[src/rtl/mod_clk_monitor_pkg.sv]
// Shared types and helpers for the modulation-clock monitor.
// Counter helpers work on 32-bit values so any CNT_W up to 32 can use them.
package mod_clk_monitor_pkg;

    typedef enum logic [1:0] {
        ST_IDLE,
        ST_ARM,
        ST_MEASURE,
        ST_DONE
    } state_t;

    localparam int NUM_IN   = 3;
    localparam int IDX_CLK  = 0;
    localparam int IDX_CLKN = 1;
    localparam int IDX_CLKL = 2;

    function automatic logic [31:0] all_ones(input int unsigned w);
        return (w >= 32) ? 32'hFFFF_FFFF : ((32'd1 << w) - 32'd1);
    endfunction

    function automatic logic [31:0] sat_inc(input logic [31:0] v, input int unsigned w);
        return (v >= all_ones(w)) ? all_ones(w) : (v + 32'd1);
    endfunction

endpackage

[src/rtl/mod_clk_monitor_edge_sync.sv]
// Multi-flop synchronizer followed by registered rise/fall pulses.
// level is delayed to line up with the pulses, so level=1 in the cycle rise=1.
module edge_sync #(
    parameter int unsigned SYNC_STAGES = 2
) (
    input  logic clk,
    input  logic rst,
    input  logic async_in,
    output logic level,
    output logic rise,
    output logic fall
);

    logic [SYNC_STAGES-1:0] sync_q;
    logic                   level_q;
    logic                   rise_q;
    logic                   fall_q;
    logic                   synced;

    assign synced = sync_q[SYNC_STAGES-1];

    always_ff @(posedge clk) begin
        if (rst) begin
            sync_q  <= '0;
            level_q <= 1'b0;
            rise_q  <= 1'b0;
            fall_q  <= 1'b0;
        end else begin
            sync_q  <= {sync_q[SYNC_STAGES-2:0], async_in};
            level_q <= synced;
            rise_q  <= synced & ~level_q;
            fall_q  <= ~synced & level_q;
        end
    end

    assign level = level_q;
    assign rise  = rise_q;
    assign fall  = fall_q;

endmodule

[src/rtl/mod_clk_monitor.sv]
// Measures CLK_MOD period/high time, two-phase nonoverlap gap and CLKL phase lag
// over a START-triggered window of NUM_PERIODS periods; flags overlap and loss of clock.
module mod_clk_monitor #(
    parameter int unsigned CNT_W       = 16,
    parameter int unsigned NUM_PERIODS = 8,
    parameter int unsigned TIMEOUT_CYC = 65535,
    parameter int unsigned SYNC_STAGES = 2
) (
    input  logic             USER_CLOCK,
    input  logic             RST,
    input  logic             START,
    input  logic             CLK_MOD_IN,
    input  logic             CLKN_MOD_IN,
    input  logic             CLKL_MOD_IN,
    output logic             BUSY,
    output logic             DONE,
    output logic [CNT_W-1:0] PERIOD,
    output logic [CNT_W-1:0] HIGH_TIME,
    output logic [CNT_W-1:0] MIN_GAP,
    output logic [CNT_W-1:0] PHASE_LAG,
    output logic             OVERLAP_ERR,
    output logic             TIMEOUT_ERR
);
    import mod_clk_monitor_pkg::*;

    localparam int unsigned PC_W = $clog2(NUM_PERIODS + 1);
    localparam logic [CNT_W-1:0] CNT_ONES = CNT_W'(all_ones(CNT_W));
    localparam logic [CNT_W-1:0] CNT_ONE  = CNT_W'(1);

    function automatic logic [CNT_W-1:0] inc(input logic [CNT_W-1:0] v);
        return CNT_W'(sat_inc(32'(v), CNT_W));
    endfunction

    logic [NUM_IN-1:0] async_in, lvl, rise, fall;
    assign async_in = {CLKL_MOD_IN, CLKN_MOD_IN, CLK_MOD_IN};

    for (genvar i = 0; i < NUM_IN; i++) begin : g_sync
        edge_sync #(.SYNC_STAGES(SYNC_STAGES)) u_sync (
            .clk      (USER_CLOCK),
            .rst      (RST),
            .async_in (async_in[i]),
            .level    (lvl[i]),
            .rise     (rise[i]),
            .fall     (fall[i])
        );
    end

    logic unused_clkl;
    assign unused_clkl = lvl[IDX_CLKL] ^ fall[IDX_CLKL];

    state_t            state_q, state_d;
    logic [CNT_W-1:0]  period_cnt_q, period_cnt_d, high_cnt_q, high_cnt_d;
    logic [CNT_W-1:0]  gapa_cnt_q, gapa_cnt_d, gapb_cnt_q, gapb_cnt_d;
    logic [CNT_W-1:0]  lag_cnt_q, lag_cnt_d, to_cnt_q, to_cnt_d;
    logic              a_open_q, a_open_d, b_open_q, b_open_d, l_vld_q, l_vld_d;
    logic [PC_W-1:0]   pcount_q, pcount_d;
    // Working results; copied to the ports only when the window completes.
    logic [CNT_W-1:0]  period_w_q, period_w_d, high_w_q, high_w_d;
    logic [CNT_W-1:0]  gap_w_q, gap_w_d, lag_w_q, lag_w_d;
    logic              ovl_w_q, ovl_w_d, to_w_q, to_w_d;
    logic              gap_a_end, gap_b_end, to_expired;
    logic [CNT_W-1:0]  gap_a_val, gap_b_val;

    assign to_expired = (32'(to_cnt_q) + 32'd1) >= TIMEOUT_CYC;

    always_comb begin
        state_d      = state_q;
        period_cnt_d = inc(period_cnt_q);
        high_cnt_d   = inc(high_cnt_q);
        gapa_cnt_d   = inc(gapa_cnt_q);
        gapb_cnt_d   = inc(gapb_cnt_q);
        lag_cnt_d    = inc(lag_cnt_q);
        to_cnt_d     = inc(to_cnt_q);
        a_open_d     = a_open_q;
        b_open_d     = b_open_q;
        l_vld_d      = l_vld_q;
        pcount_d     = pcount_q;
        period_w_d   = period_w_q;
        high_w_d     = high_w_q;
        gap_w_d      = gap_w_q;
        lag_w_d      = lag_w_q;
        ovl_w_d      = ovl_w_q;
        to_w_d       = to_w_q;
        gap_a_end    = 1'b0;
        gap_a_val    = '0;
        gap_b_end    = 1'b0;
        gap_b_val    = '0;

        // Only the latest CLKL rise before a CLK_MOD rise counts toward the lag.
        if (rise[IDX_CLKL]) begin
            lag_cnt_d = CNT_ONE;
            l_vld_d   = 1'b1;
        end
        if (rise[IDX_CLK]) l_vld_d = 1'b0;

        case (state_q)
            ST_IDLE: begin
                if (START) begin
                    ovl_w_d  = 1'b0;
                    to_w_d   = 1'b0;
                    gap_w_d  = CNT_ONES;
                    pcount_d = '0;
                    to_cnt_d = '0;
                    state_d  = ST_ARM;
                end
            end
            ST_ARM: begin
                if (rise[IDX_CLK]) begin
                    period_cnt_d = CNT_ONE;
                    high_cnt_d   = CNT_ONE;
                    gapa_cnt_d   = CNT_ONE;
                    gapb_cnt_d   = CNT_ONE;
                    a_open_d     = 1'b0;
                    b_open_d     = 1'b0;
                    to_cnt_d     = '0;
                    state_d      = ST_MEASURE;
                end else if (to_expired) begin
                    to_w_d  = 1'b1;
                    state_d = ST_DONE;
                end
            end
            ST_MEASURE: begin
                if (lvl[IDX_CLK] && lvl[IDX_CLKN]) ovl_w_d = 1'b1;

                if (fall[IDX_CLK]) begin
                    high_w_d   = high_cnt_q;
                    gapa_cnt_d = CNT_ONE;
                    a_open_d   = 1'b1;
                end
                if (fall[IDX_CLKN]) begin
                    gapb_cnt_d = CNT_ONE;
                    b_open_d   = 1'b1;
                end
                // An end edge with no open gap means the phases overlapped.
                if (rise[IDX_CLKN]) begin
                    gap_a_end = 1'b1;
                    a_open_d  = 1'b0;
                    if (fall[IDX_CLK])  gap_a_val = '0;
                    else if (a_open_q)  gap_a_val = gapa_cnt_q;
                    else                ovl_w_d   = 1'b1;
                end
                if (rise[IDX_CLK]) begin
                    gap_b_end = 1'b1;
                    b_open_d  = 1'b0;
                    if (fall[IDX_CLKN]) gap_b_val = '0;
                    else if (b_open_q)  gap_b_val = gapb_cnt_q;
                    else                ovl_w_d   = 1'b1;
                end
                if (gap_a_end && (gap_a_val < gap_w_d)) gap_w_d = gap_a_val;
                if (gap_b_end && (gap_b_val < gap_w_d)) gap_w_d = gap_b_val;

                if (rise[IDX_CLK]) begin
                    period_w_d   = period_cnt_q;
                    period_cnt_d = CNT_ONE;
                    high_cnt_d   = CNT_ONE;
                    to_cnt_d     = '0;
                    if (rise[IDX_CLKL]) lag_w_d = '0;
                    else if (l_vld_q)   lag_w_d = lag_cnt_q;
                    pcount_d = pcount_q + PC_W'(1);
                    if ((32'(pcount_q) + 32'd1) >= NUM_PERIODS) state_d = ST_DONE;
                end else if (to_expired) begin
                    to_w_d  = 1'b1;
                    state_d = ST_DONE;
                end
            end
            ST_DONE: state_d = ST_IDLE;
            default: state_d = ST_IDLE;
        endcase
    end

    always_ff @(posedge USER_CLOCK) begin
        if (RST) begin
            state_q      <= ST_IDLE;
            period_cnt_q <= '0;
            high_cnt_q   <= '0;
            gapa_cnt_q   <= '0;
            gapb_cnt_q   <= '0;
            lag_cnt_q    <= '0;
            to_cnt_q     <= '0;
            a_open_q     <= 1'b0;
            b_open_q     <= 1'b0;
            l_vld_q      <= 1'b0;
            pcount_q     <= '0;
            period_w_q   <= '0;
            high_w_q     <= '0;
            gap_w_q      <= CNT_ONES;
            lag_w_q      <= '0;
            ovl_w_q      <= 1'b0;
            to_w_q       <= 1'b0;
            PERIOD       <= '0;
            HIGH_TIME    <= '0;
            MIN_GAP      <= CNT_ONES;
            PHASE_LAG    <= '0;
            OVERLAP_ERR  <= 1'b0;
            TIMEOUT_ERR  <= 1'b0;
        end else begin
            state_q      <= state_d;
            period_cnt_q <= period_cnt_d;
            high_cnt_q   <= high_cnt_d;
            gapa_cnt_q   <= gapa_cnt_d;
            gapb_cnt_q   <= gapb_cnt_d;
            lag_cnt_q    <= lag_cnt_d;
            to_cnt_q     <= to_cnt_d;
            a_open_q     <= a_open_d;
            b_open_q     <= b_open_d;
            l_vld_q      <= l_vld_d;
            pcount_q     <= pcount_d;
            period_w_q   <= period_w_d;
            high_w_q     <= high_w_d;
            gap_w_q      <= gap_w_d;
            lag_w_q      <= lag_w_d;
            ovl_w_q      <= ovl_w_d;
            to_w_q       <= to_w_d;
            if (state_d == ST_DONE) begin
                PERIOD      <= period_w_d;
                HIGH_TIME   <= high_w_d;
                MIN_GAP     <= gap_w_d;
                PHASE_LAG   <= lag_w_d;
                OVERLAP_ERR <= ovl_w_d;
                TIMEOUT_ERR <= to_w_d;
            end
        end
    end

    assign BUSY = (state_q == ST_ARM) || (state_q == ST_MEASURE);
    assign DONE = (state_q == ST_DONE);

endmodule

[config.mk]
export PLATFORM = sky130hd
export DESIGN_NAME = mod_clk_monitor
export DESIGN_NICKNAME = d
export VERILOG_FILES = /design/src/rtl/mod_clk_monitor_pkg.sv /design/src/rtl/mod_clk_monitor_edge_sync.sv /design/src/rtl/mod_clk_monitor.sv
export SDC_FILE = /design/constraint.sdc
export NUM_CORES = 1
export LEC_CHECK = 0
export CAP_MARGIN = 30
export CORE_UTILIZATION = 30
export CTS_BUF_LIST = sky130_fd_sc_hd__clkbuf_8
export DETAILED_ROUTE_END_ITERATION = 8
export DONT_BUFFER_PORTS = 1
export SLEW_MARGIN = 20
export SYNTH_ARGS = -nofsm -noshare
export SYNTH_HDL_FRONTEND = slang
export SYNTH_SLANG_ARGS = --single-unit
[constraint.sdc]
create_clock -name USER_CLOCK -period 5.3 [get_ports USER_CLOCK]
set_clock_uncertainty 0.15 [all_clocks]
set_input_delay 1.06 -clock USER_CLOCK [delete_from_list [all_inputs] [get_ports USER_CLOCK]]
set_output_delay 1.06 -clock USER_CLOCK [all_outputs]
set_load 0.005 [all_outputs]
; Word level (Yosys, flattened, before mapping)
; Index checks and enable logic that the tools add are counted.
[word_totals]
input_bits = 6
elab_cells = 159
output_inout_bits = 68
register_bits = 251
[op_classes]
add_sub_neg = 8
n_eq_ne = 9
bitwise_logic = 10
reduce_logical = 13
n_mux = 74
order_cmp = 10
[ops]
columns = cell, count
row1 = $mux 16, 36
row2 = $pmux 16 s2, 4
row3 = $ge 16x16->1 const B, 6
row4 = $add 16x1->16 const B, 5
row5 = $lt 16x16->1, 2
row6 = $mux 1, 21
row7 = $add 16x1->17 const B, 1
row8 = $ge 17x16->1 const B, 1
row9 = $mux 2, 5
row10 = $reduce_and 3->1, 3
row11 = $mux 4, 2
row12 = $pmux 1 s2, 4
row13 = $pmux 2 s4, 1
row14 = $pmux 4 s2, 1
row15 = $eq 2x2->1 const B, 3
row16 = $ne 3x1->1 const B, 2
row17 = $reduce_or 2->1, 3
row18 = $add 4x1->5 const B, 1
row19 = $and 1x1->1, 5
row20 = $ge 5x4->1 const B, 1
row21 = $not 1->1, 5
row22 = $add 4x1->4 const B, 1
row23 = $ne 2x1->1 const B, 2
row24 = $reduce_bool 2->1, 2
row25 = other kinds (5), 7

; Longest topological paths before layout
; Gate-level depths: netlist of run 1.
[logic_depth]
ltp_word = 12
ltp_mapped = 21
ltp_nobuf = 18

; Cells and area by module
; Synthesis of run 1 repeated with hierarchy kept, for this count alone.
[hier_totals]
hier_cells = 1300
hier_area_um2 = 11503.5
[by_module_without_submodules]
columns = module, area_each_um2, cells_each, seq_area_each_um2, n_inst
row1 = mod_clk_monitor, 11101.9, 1270, 4744.6, 1
row2 = edge_sync, 133.9, 10, 100.1, 3

; Least setup slack after synthesis of run 1
; OpenSTA, ideal clock, no wires.
[synth_path]
path_type = register to register
startpoint = reg g_sync[0].u_sync.fall_q
endpoint = reg MIN_GAP[14]
n_path_buf = 3
setup_ns = 0.074
required_ns = 5.076
path_stages_with_launch = 22
slack_ns = 0.690
arrival_time_ns = 4.386
period_less_slack_ns = 4.610
cell_sequence = dfxtp_1 and3b_1 clkbuf_1 and2_1 ha_1 and4_1 and3_1 a221o_1 a31oi_2 clkbuf_1 nor2_1 a21oi_1 ha_1 o21a_1 o21ai_0 a2111oi_0 a21oi_1 nand3_1 a21oi_1 buf_2 a211oi_1 a31oi_1
[synth_via]
elab_chain_len = 11
[synth_lines]
columns = element, line
row1 = from (decl), mod_clk_monitor_edge_sync.sv:17  ; logic fall_q;
row2 = from (signal assigned), mod_clk_monitor_edge_sync.sv:32  ; fall_q <= ~synced & level_q;
row3 = $mux 16 *, mod_clk_monitor.sv:138  ; if (fall[IDX_CLK]) gap_a_val = '0;
row4 = $mux 16 *, mod_clk_monitor.sv:135  ; if (rise[IDX_CLKN]) begin
row5 = $mux 16 *, mod_clk_monitor.sv:96  ; case (state_q)
row6 = $lt 16x16->1, mod_clk_monitor.sv:149  ; if (gap_a_end && (gap_a_val < gap_w_d)) gap_w_d = gap_a_val;
row7 = $logic_and 1x1->1, mod_clk_monitor.sv:149
row8 = $mux 16 *, mod_clk_monitor.sv:149
row9 = $mux 16 *, mod_clk_monitor.sv:96
row10 = $lt 16x16->1, mod_clk_monitor.sv:150  ; if (gap_b_end && (gap_b_val < gap_w_d)) gap_w_d = gap_b_val;
row11 = $logic_and 1x1->1, mod_clk_monitor.sv:150
row12 = $mux 16 *, mod_clk_monitor.sv:150
row13 = $pmux 16 s2 *, mod_clk_monitor.sv:96
row14 = to (signal assigned), mod_clk_monitor.sv:217  ; MIN_GAP <= gap_w_d;
row15 = to (decl), mod_clk_monitor.sv:19  ; output logic [CNT_W-1:0] MIN_GAP,
; Mark *: on every way between the ends. The rest lies on a longest branch, timed or not. The select of a mux whose other input is x is not followed.
; A chain may end at the register's enable or synchronous reset.

; Worst setup path in the final report of run 1
[layout_path]
startpoint = reg g_sync[0].u_sync.fall_q
endpoint = reg MIN_GAP[11]
; The elaborated chain is that of the path after synthesis.

==> impl_metrics.toml, run 1 <==
[status]
outcome = "completed"

[drt]
drc = 0
first_pass_iters = 5
wl_mm = 27.8
routedWlPerCell_um = 14.5
avgViaCountPerCell = 4.91
num_vias = 9419
drt_iter0_drc = 511
ant_nets = 0

[die]
die_x_um = 198
dieHeight_um = 198
start_util_pct = 30.6
fp.dieArea_um2 = 39300
ios = 74
fp-row-count = 71
coreArea_um2 = 37800

[synthesis]
synth-seq-cells = 251
synthArstFlopShare_pct = 0
synth_edf_count = 0
synth.avg_cell_area_um2 = 8.27
seq_area_frac_synth_pct = 43.5
synth_cell_types = 59
synth_nets = 1446
syn-cell-area_um2 = 11500
ys.flop_type = "dfxtp_1"
yosysWarnings = 0
synth_cells = 1397

[grt]
antenna_found_initial = 0
grt_use_total_pct = 14.0
busiest_layer = "met2"
grt_start_max_net_pins = 154
grt_pass1_wl_mm = 44.9
use_met2_pct = 23.4
use_met3_pct = 3.87
grt_pass1_vias = 8968
use_met1_pct = 17.2
grt-ovfl-total = 0

[clock_tree]
htreeDepth = 2
worstSkewPairLatency_ns = 0.58
clockBufferDepth = 3
hold_buffers = 0
cts_sinks = 251
post_cts_buffers = 0
cts_tree = "built"
cts_buffers = 45
cts-resized-gates = 0
clock-root-buffer = "clkbuf_8"
clk_pin_slew_ns = 0.06

[power]
internal-power_mw = 3.07
power_frac_clock_pct = 45.1
ir_worst_vdd_v = 0.000162
p_seq_share_pct = 48.2
combinationalPowerShare_pct = 6.7
p_sw_mw = 1.04
p_per_area_nw_per_um2 = 319
leakagePower_nw = 5.14
swShare_pct = 25.3

[setup_path]
critPathKind = "flop to flop"
reg2reg_depth = 19
critPathCaptureType = "flop"
crit_fanout = 28
cp.required_ns = 5.64
cp-start-kind = "flop"
cp_data_arrival_time_ns = 5.37

[timing]
drv_slew = 0
tightest_slew_ns = 0.728
slew-limit-headroom_pct = 51.5
period_needed_ns = 5.02
setup_violations = 0
clock.fmax_mhz = 199
period_share_pct = 94.7
holdWs_ns = 0.237
rsz0062_at_grt = "false"
final-hold-violation-count = 0
fin_setup_tns_ns = 0

[layout]
seq_area_um2 = 5020
multi_input_area_um2 = 6090
fillers = 3969
fin_nets = 1424
diodes = 0
layout-drive-gt1-share_pct = 7.75
synthToLayoutAreaGrowth_pct = 11.7

[placement]
finalWeightedCongestion = 0.860
hpwl_mm = 18.5
port_buffers = 0

[worst_hold_path]
hp-class = "flop to flop"
worstHoldPathCells = 1

[run]
cap_violations = 0
[cell families after synthesis]
kind of cell    count (synthesis)  share of synthesized area (%)
simple gates                  609                           26.7
compound gates                318                           16.0
flops                         251                           43.5
buf+inv                       109                           4.02
xor+xnor                       61                           4.63
fa+ha+maj                      43                           4.66
mux                             6                          0.520
[layer usage]
metal,vias to the layer above,wire (um)
met5,-,0
met4,0,765
met3,53,1500
met2,177,12900
met1,4409,12700
li1,4780,-
[synthesized netlist by cell type, drive strengths merged (23+ instances only)]
| cell type | number | area share (%) |
|---|---|---|
| and3 | 26 | 1.4 |
| a21o | 25 | 1.6 |
| xor2 | 37 | 2.8 |
| nor2 | 84 | 2.7 |
| clkbuf | 56 | 1.8 |
| a21oi | 193 | 8.4 |
| xnor2 | 24 | 1.8 |
| ha | 43 | 4.7 |
| nand3b | 34 | 2.2 |
| nand2 | 215 | 7.0 |
| nor3 | 27 | 1.2 |
| a31oi | 30 | 1.7 |
| dfxtp | 251 | 44 |
| inv | 30 | 0.98 |
| and2 | 38 | 2.1 |
| nand3 | 59 | 2.6 |
| buf | 23 | 1.2 |
| o21ai | 23 | 1.0 |
| nand2b | 31 | 1.7 |
[final cells by class]
class	instances	area share [%]
Clock buffer	56	5.97
Sequential cell	251	39.0
Inverter	30	0.873
Tap cell	511	4.96
Clock inverter	23	1.21
Multi-Input combinational cell	1037	47.2
Timing Repair Buffer	10	0.834
[registers in the layout (all words and copies together) (netlist names), 2 cells and up]
name / cells
pcount_q: 4
HIGH_TIME: 16
lag_cnt_q: 16
lag_w_q: 16
period_w_q: 16
period_cnt_q: 16
g_sync.u_sync.rise: 3
to_cnt_q: 16
gapa_cnt_q: 16
MIN_GAP: 16
g_sync.u_sync.sync_q: 6
PHASE_LAG: 16
PERIOD: 16
gap_w_q: 16
gapb_cnt_q: 16
state_q: 2
g_sync.u_sync.fall: 2
high_cnt_q: 16
high_w_q: 16
g_sync.u_sync.level: 3
[through the flow]
stage / setup slack [ns] / cells / total power [mW] / util, % / cell area (um^2)
6_report: 0.279 / 1918 / 4.11 / 34.2 / 12900
4_1_cts: 0.176 / 1916 / 4.18 / 34.1 / 12900
3_5_place_dp: 0.253 / 1837 / 2.30 / 31.6 / 11900
2_1_floorplan: 0.690 / 1397 / 2.23 / - / 11500
5_1_grt: 0.0178 / 1918 / 4.30 / 34.2 / 12900
3_3_place_gp: 0.372 / 1836 / 2.29 / 31.5 / 11900
[critical path, cell delays in order, from the launching register on]
cell	delay (ns)
dfxtp_1	0.42
and3b_2	0.32
and2_1	0.21
ha_1	0.29
and4_1	0.23
and3_1	0.20
a221o_1	0.33
a31oi_4	0.26
buf_12	0.20
nor2_1	0.05
a21oi_1	0.23
ha_1	0.22
o21a_1	0.11
o21ai_0	0.11
a2111o_1	0.39
nor3_1	0.25
a31oi_1	0.19
buf_4	0.26
or2_2	0.30
a31oi_1	0.18
[power by group through the flow]
| stage | Sequential [mW] | Clock (mW) | Combinational [mW] |
|---|---|---|---|
| global route | 1.99 | 2.00 | 0.311 |
| floorplan | 2.00 | 0 | 0.229 |
| finish | 1.98 | 1.85 | 0.276 |
| CTS | 1.98 | 1.92 | 0.274 |
| detailed placement | 2.02 | 0 | 0.273 |
| global placement | 2.02 | 0 | 0.266 |
[final timing paths]
check / start / to / slack, ns
worst max-delay path: g_sync[0].u_sync.fall / MIN_GAP[11] / 0.28
worst min-delay path: g_sync[2].u_sync.level / g_sync[2].u_sync.rise / 0.24
worst max register to register: g_sync[0].u_sync.fall / MIN_GAP[11] / 0.28
worst min register to register: g_sync[2].u_sync.level / g_sync[2].u_sync.rise / 0.24
[layout by cell type, fill, tap and decap left out, drive strengths merged, types with 9 or more instances in the layout]
cell type | netlist | routed
dfxtp | 251 | 251
nand2 | 215 | 215
a21oi | 193 | 193
nor2 | 84 | 84
nand3 | 59 | 59
clkbuf | 56 | 57
inv | 30 | 44
ha | 43 | 43
and2 | 38 | 38
xor2 | 37 | 37
nand3b | 34 | 34
nand2b | 31 | 31
a31oi | 30 | 30
nor3 | 27 | 27
and3 | 26 | 26
a21o | 25 | 25
xnor2 | 24 | 24
o21ai | 23 | 23
nor3b | 21 | 21
or2 | 21 | 21
nor2b | 18 | 18
a211oi | 15 | 15
nand4 | 12 | 12
buf | 23 | 9
No activity file was read; power rests on OpenSTA's default activity.
==> inputs of run 2 (changes only) <==
- SYNTH_HIERARCHICAL: default -> 1
==> run 2 against run 1 <==
- register-to-register slack about the same
- non-clock buffer count increased by 1
- count of clock-buffer cells in the layout decreased by 1
- maximum frequency about the same
- area after synthesis decreased by 0.62%
- synthesized cell count decreased by 7.1%
- core utilization decreased by 0.19 points
- combinational power decreased by 29%
- via count decreased by 5.3%
- cell area decreased by 0.79%
- power decreased by 4.4%
- routed wire length decreased by 3.9%
- highest routed layer unchanged
==> impl_metrics.toml, run 2 <==
[status]
outcome = "completed"

[drt]
drt_iter0_drc = 436
wl_mm = 26.7
routedWlPerCell_um = 14.7
num_vias = 8918
ant_nets = 0
first_pass_iters = 7
drc = 0
avgViaCountPerCell = 4.91

[die]
coreArea_um2 = 37700
fp.dieArea_um2 = 39000
die_x_um = 198
fp-row-count = 71
ios = 74
start_util_pct = 30.5
dieHeight_um = 198

[clock_tree]
cts_tree = "built"
cts_sinks = 251
htreeDepth = 2
cts_buffers = 44
clockBufferDepth = 3
clock-root-buffer = "clkbuf_8"
worstSkewPairLatency_ns = 0.57
clk_pin_slew_ns = 0.06

[timing]
period_share_pct = 94.7
final-hold-violation-count = 0
holdWs_ns = 0.288
slew-limit-headroom_pct = 42.2
drv_slew = 0
clock.fmax_mhz = 199
setup_violations = 0
fin_setup_tns_ns = 0
period_needed_ns = 5.02
rsz0062_at_grt = "false"
tightest_slew_ns = 0.859

[setup_path]
cp-start-kind = "flop"
path_cells = "and3b_2, and2_1, ha_1, a21o_1, a221o_1, a221oi_1, o21ai_4, mux2i_1, ha_1, a21o_1, a21o_1, a21oi_1, o2111ai_1, a2111oi_4, a21oi_4, buf_12, mux2i_1, a21bo_2"
cp_data_arrival_time_ns = 5.34
critPathKind = "flop to flop"
reg2reg_depth = 18
critPathCaptureType = "flop"
crit_top_cell = "a21o_1"
cp.required_ns = 5.62
slowest_delay_ns = 0.50
crit_fanout = 15
critPathSlowestCell = "a2111oi_4"

[power]
leakagePower_nw = 5.14
p_per_area_nw_per_um2 = 307
ir_worst_vdd_v = 0.000174
power_mw = 3.93

[grt]
grt_use_total_pct = 13.7
grt_pass1_wl_mm = 44.1
grt_start_max_net_pins = 151
grt_pass1_vias = 8607
grt-ovfl-total = 0
antenna_found_initial = 0

[layout]
final_common_cell = "dfxtp_1"
fin_cells = 1817
seq_area_um2 = 5020
finalCoreUtilization_pct = 34.0
fin_nets = 1330
multi_input_area_um2 = 5990
fillers = 3960
synthToLayoutAreaGrowth_pct = 11.5
final_cell_mix = "dfxtp_1, nor2_1, a21oi_1, mux2i_1, nand2_1"
layout-drive-gt1-share_pct = 7.89
diodes = 0

[synthesis]
yosysWarnings = 6
synth_nets = 1347
syn-cell-area_um2 = 11500
synth.avg_cell_area_um2 = 8.84
synth_cells = 1298

[placement]
dp.cells = 1744
finalWeightedCongestion = 0.860
hpwl_mm = 18.1
port_buffers = 0

[worst_hold_path]
hp-class = "flop to flop"
worstHoldPathCells = 1

[run]
cap_violations = 0
run 2: area by class of cell:
class                      instances  share of cell area (%)
tap                              511                    5.00
timing repair buffer              11                   0.802
inverter                          48                    1.41
clock inverter                    16                   0.802
multi-input combinational        925                    46.8
sequential                       251                    39.3
clock buffer                      55                    5.91
run 2: path summary, 6_finish.rpt:
path                                              end                  startpoint  slack, ns
worst min-delay path            g_sync[1].u_sync/fall  g_sync[1].u_sync/sync_q[1]       0.29
worst min register to register  g_sync[1].u_sync/fall  g_sync[1].u_sync/sync_q[1]       0.29
worst max-delay path                      gap_w_q[11]       g_sync[0].u_sync/fall       0.28
worst max register to register            gap_w_q[11]       g_sync[0].u_sync/fall       0.28
run 2: report_power, final:
part / total [mW] / internal [mW] / switching (mW)
registers: 1.97 / 1.92 / 0.0414
clock network: 1.77 / 0.977 / 0.793
logic: 0.195 / 0.0720 / 0.123
run 2: per-layer routing:
layer	vias up	GRT usage [%]	wire length (um)
li1	4518	-	-
met1	4220	17.9	12700
met2	139	22.0	12100
met3	41	3.53	1410
met4	0	4.51	569
met5	-	0	0
run 2: critical path: cells and delay by family (launching register included):
kind                     cells  cell delay (ns)
flip-flops                   1             0.37
AND/OR/NAND/NOR              2             0.48
multiplexers                 2             0.42
buffers and inverters        1             0.18
AO/OA/AOI/OAI               11             2.74
adder cells (fa/ha/maj)      2             0.57
run 2: stage by stage:
step	worst slack, ns	instance area, um^2
after floorplan	0.142	11500
after global placement	0.368	11900
after detailed placement	0.173	11900
after CTS	0.153	12700
after global routing	0.00409	12800
final	0.282	12800
run 2: repair_timing:
action                     CTS  global route
hold buffers                 0             0
buffers inserted             0             1
resized for setup            0             4
setup endpoints to repair    0            30
==> inputs of run 3 (changes only) <==
- GPL_TIMING_DRIVEN: default -> 0
==> run 3 against run 2 <==
- non-clock buffer count rose by 68
- count of clock-buffer cells in the layout is 4 lower
- clock power about the same
- core utilization up 0.77 points
- die area is the same
- via count grew 4.1%
- worst hold slack worse by 0.047 ns
- routed wire length is 8.6% higher
- critical endpoint is now gap_w_q[14]
- largest power group unchanged
==> impl_metrics.toml, run 3 (synthesis results as in run 2) <==
[status]
outcome = "completed"

[drt]
drt-met1-wl_mm = 13.8
met3_length_mm = 1.52
ant_nets = 0
top_layer = "met4"
met2_length_mm = 13.2
first_pass_iters = 5
num_vias = 9283
drc = 0
avgViaCountPerCell = 4.90
routedWlPerCell_um = 15.3
wl_mm = 29.0
drt_iter0_drc = 477

[timing]
slew-limit-headroom_pct = 39.8
setup_violations = 0
period_share_pct = 96.9
final-hold-violation-count = 0
holdWs_ns = 0.240
period_needed_ns = 5.14
drv_slew = 0
tightest_slew_ns = 0.895
clock.fmax_mhz = 195

[setup_path]
cp_data_arrival_time_ns = 5.45
critPathSlowestCell = "a2111oi_4"
crit_top_cell = "a21o_1"
critPathKind = "flop to flop"
crit_fanout = 10
critPathCaptureType = "flop"
reg2reg_from = "g_sync[1].u_sync/rise"
slowest_delay_ns = 0.47
cp-start-kind = "flop"
cp.required_ns = 5.61
setup.worst_path.start = "g_sync[1].u_sync/rise"
path_cells = "and3b_2, clkbuf_4, and2_4, ha_1, a21o_1, a221o_1, a221oi_2, o21ai_2, buf_4, mux2i_4, ha_1, a21o_1, a21o_1, a21oi_1, o2111ai_2, a2111oi_4, a21oi_4, buf_4, mux2i_1, a21bo_2"

[grt]
grt_start_max_net_pins = 16
grt-ovfl-total = 0
antenna_found_initial = 0
grt_use_total_pct = 14.9
grt_pass1_wl_mm = 46.9
grt_pass1_vias = 8956

[die]
dieHeight_um = 198
die_x_um = 198
ios = 74
fp-row-count = 71
coreArea_um2 = 37700
fp.dieArea_um2 = 39000
start_util_pct = 30.5

[clock_tree]
cts_sinks = 251
cts_tree = "built"
htreeDepth = 2
clk_pin_slew_ns = 0.06
worstSkewPairLatency_ns = 0.56
clockBufferDepth = 3
hold_buffers = 0
cts_buffers = 45
clock-root-buffer = "clkbuf_8"

[run]
cap_violations = 0

[worst_hold_path]
hp-class = "flop to flop"
hp-start = "g_sync[2].u_sync/level"

[layout]
final_cell_mix = "dfxtp_1, nor2_1, a21oi_1, mux2i_1, nand2_1"
diodes = 0
fin_nets = 1399
seq_area_um2 = 5030
synthToLayoutAreaGrowth_pct = 14.1
fillers = 3954
finalCoreUtilization_pct = 34.7
layout-drive-gt1-share_pct = 8.97
final_common_cell = "dfxtp_1"
multi_input_area_um2 = 6000

[power]
leakagePower_nw = 5.28
ir_worst_vdd_v = 0.000184
p_per_area_nw_per_um2 = 300

[placement]
port_buffers = 0
finalWeightedCongestion = 0.839
hpwl_mm = 21.2
run 3: cell type report:
class | instances | area share (%)
flip-flops and latches | 251 | 38.4
clock buffers | 51 | 5.36
repair buffers | 6 | 0.344
plain buffers | 73 | 2.57
clock inverters | 29 | 1.24
inverters | 48 | 1.38
well taps | 511 | 4.88
multi-input cells | 925 | 45.8
run 3: layer usage:
metal | vias to the layer above | GRT usage [%]
met3 | 37 | 3.26
met2 | 175 | 23.8
met1 | 4409 | 20.0
li1 | 4662 | -
met4 | 0 | 4.51
met5 | - | 0
run 3: what timing repair did:
item                       4_1_cts  5_1_grt
cloned                           0        0
resized for setup                8       10
buffers inserted                 1        5
pin swaps                        2        4
setup endpoints to repair       32       27
hold endpoints to repair         0        0
run 3: worst paths after layout:
kind | slack (ns) | to | cells past startpoint
max | 0.16 | gap_w_q[14] | 20
min | 0.24 | g_sync[2].u_sync/rise | 1
max reg2reg | 0.16 | gap_w_q[14] | 20
min reg2reg | 0.24 | g_sync[2].u_sync/rise | 1
run 3: where the power goes:
| part | internal (mW) | switching (mW) |
|---|---|---|
| sequential | 1.92 | 0.0390 |
| clock | 0.933 | 0.806 |
| combinational | 0.0764 | 0.151 |
| total | 2.93 | 0.996 |
run 3: worst max-delay path: cells and delay by family, from the launching register on:
| family | cells | cell delay, ns |
|---|---|---|
| flip-flops | 1 | 0.39 |
| AND/OR/NAND/NOR | 2 | 0.46 |
| buffers and inverters | 3 | 0.62 |
| AO/OA/AOI/OAI | 11 | 2.46 |
| multiplexers | 2 | 0.38 |
| adder cells (fa/ha/maj) | 2 | 0.53 |
run 3: metrics by stage:
stage               area (um^2)  setup TNS, ns  instances  total power [mW]  worst slack, ns
finish                    13100              0       1894              3.93            0.165
floorplan                 11500              0       1298              2.15            0.142
global placement          12100         -21.39       1809              2.22           -0.793
detailed placement        12100         -22.36       1809              2.23           -0.826
global route              13100        -0.0381       1894              4.11          -0.0118
CTS                       13000              0       1889              3.98           0.0333
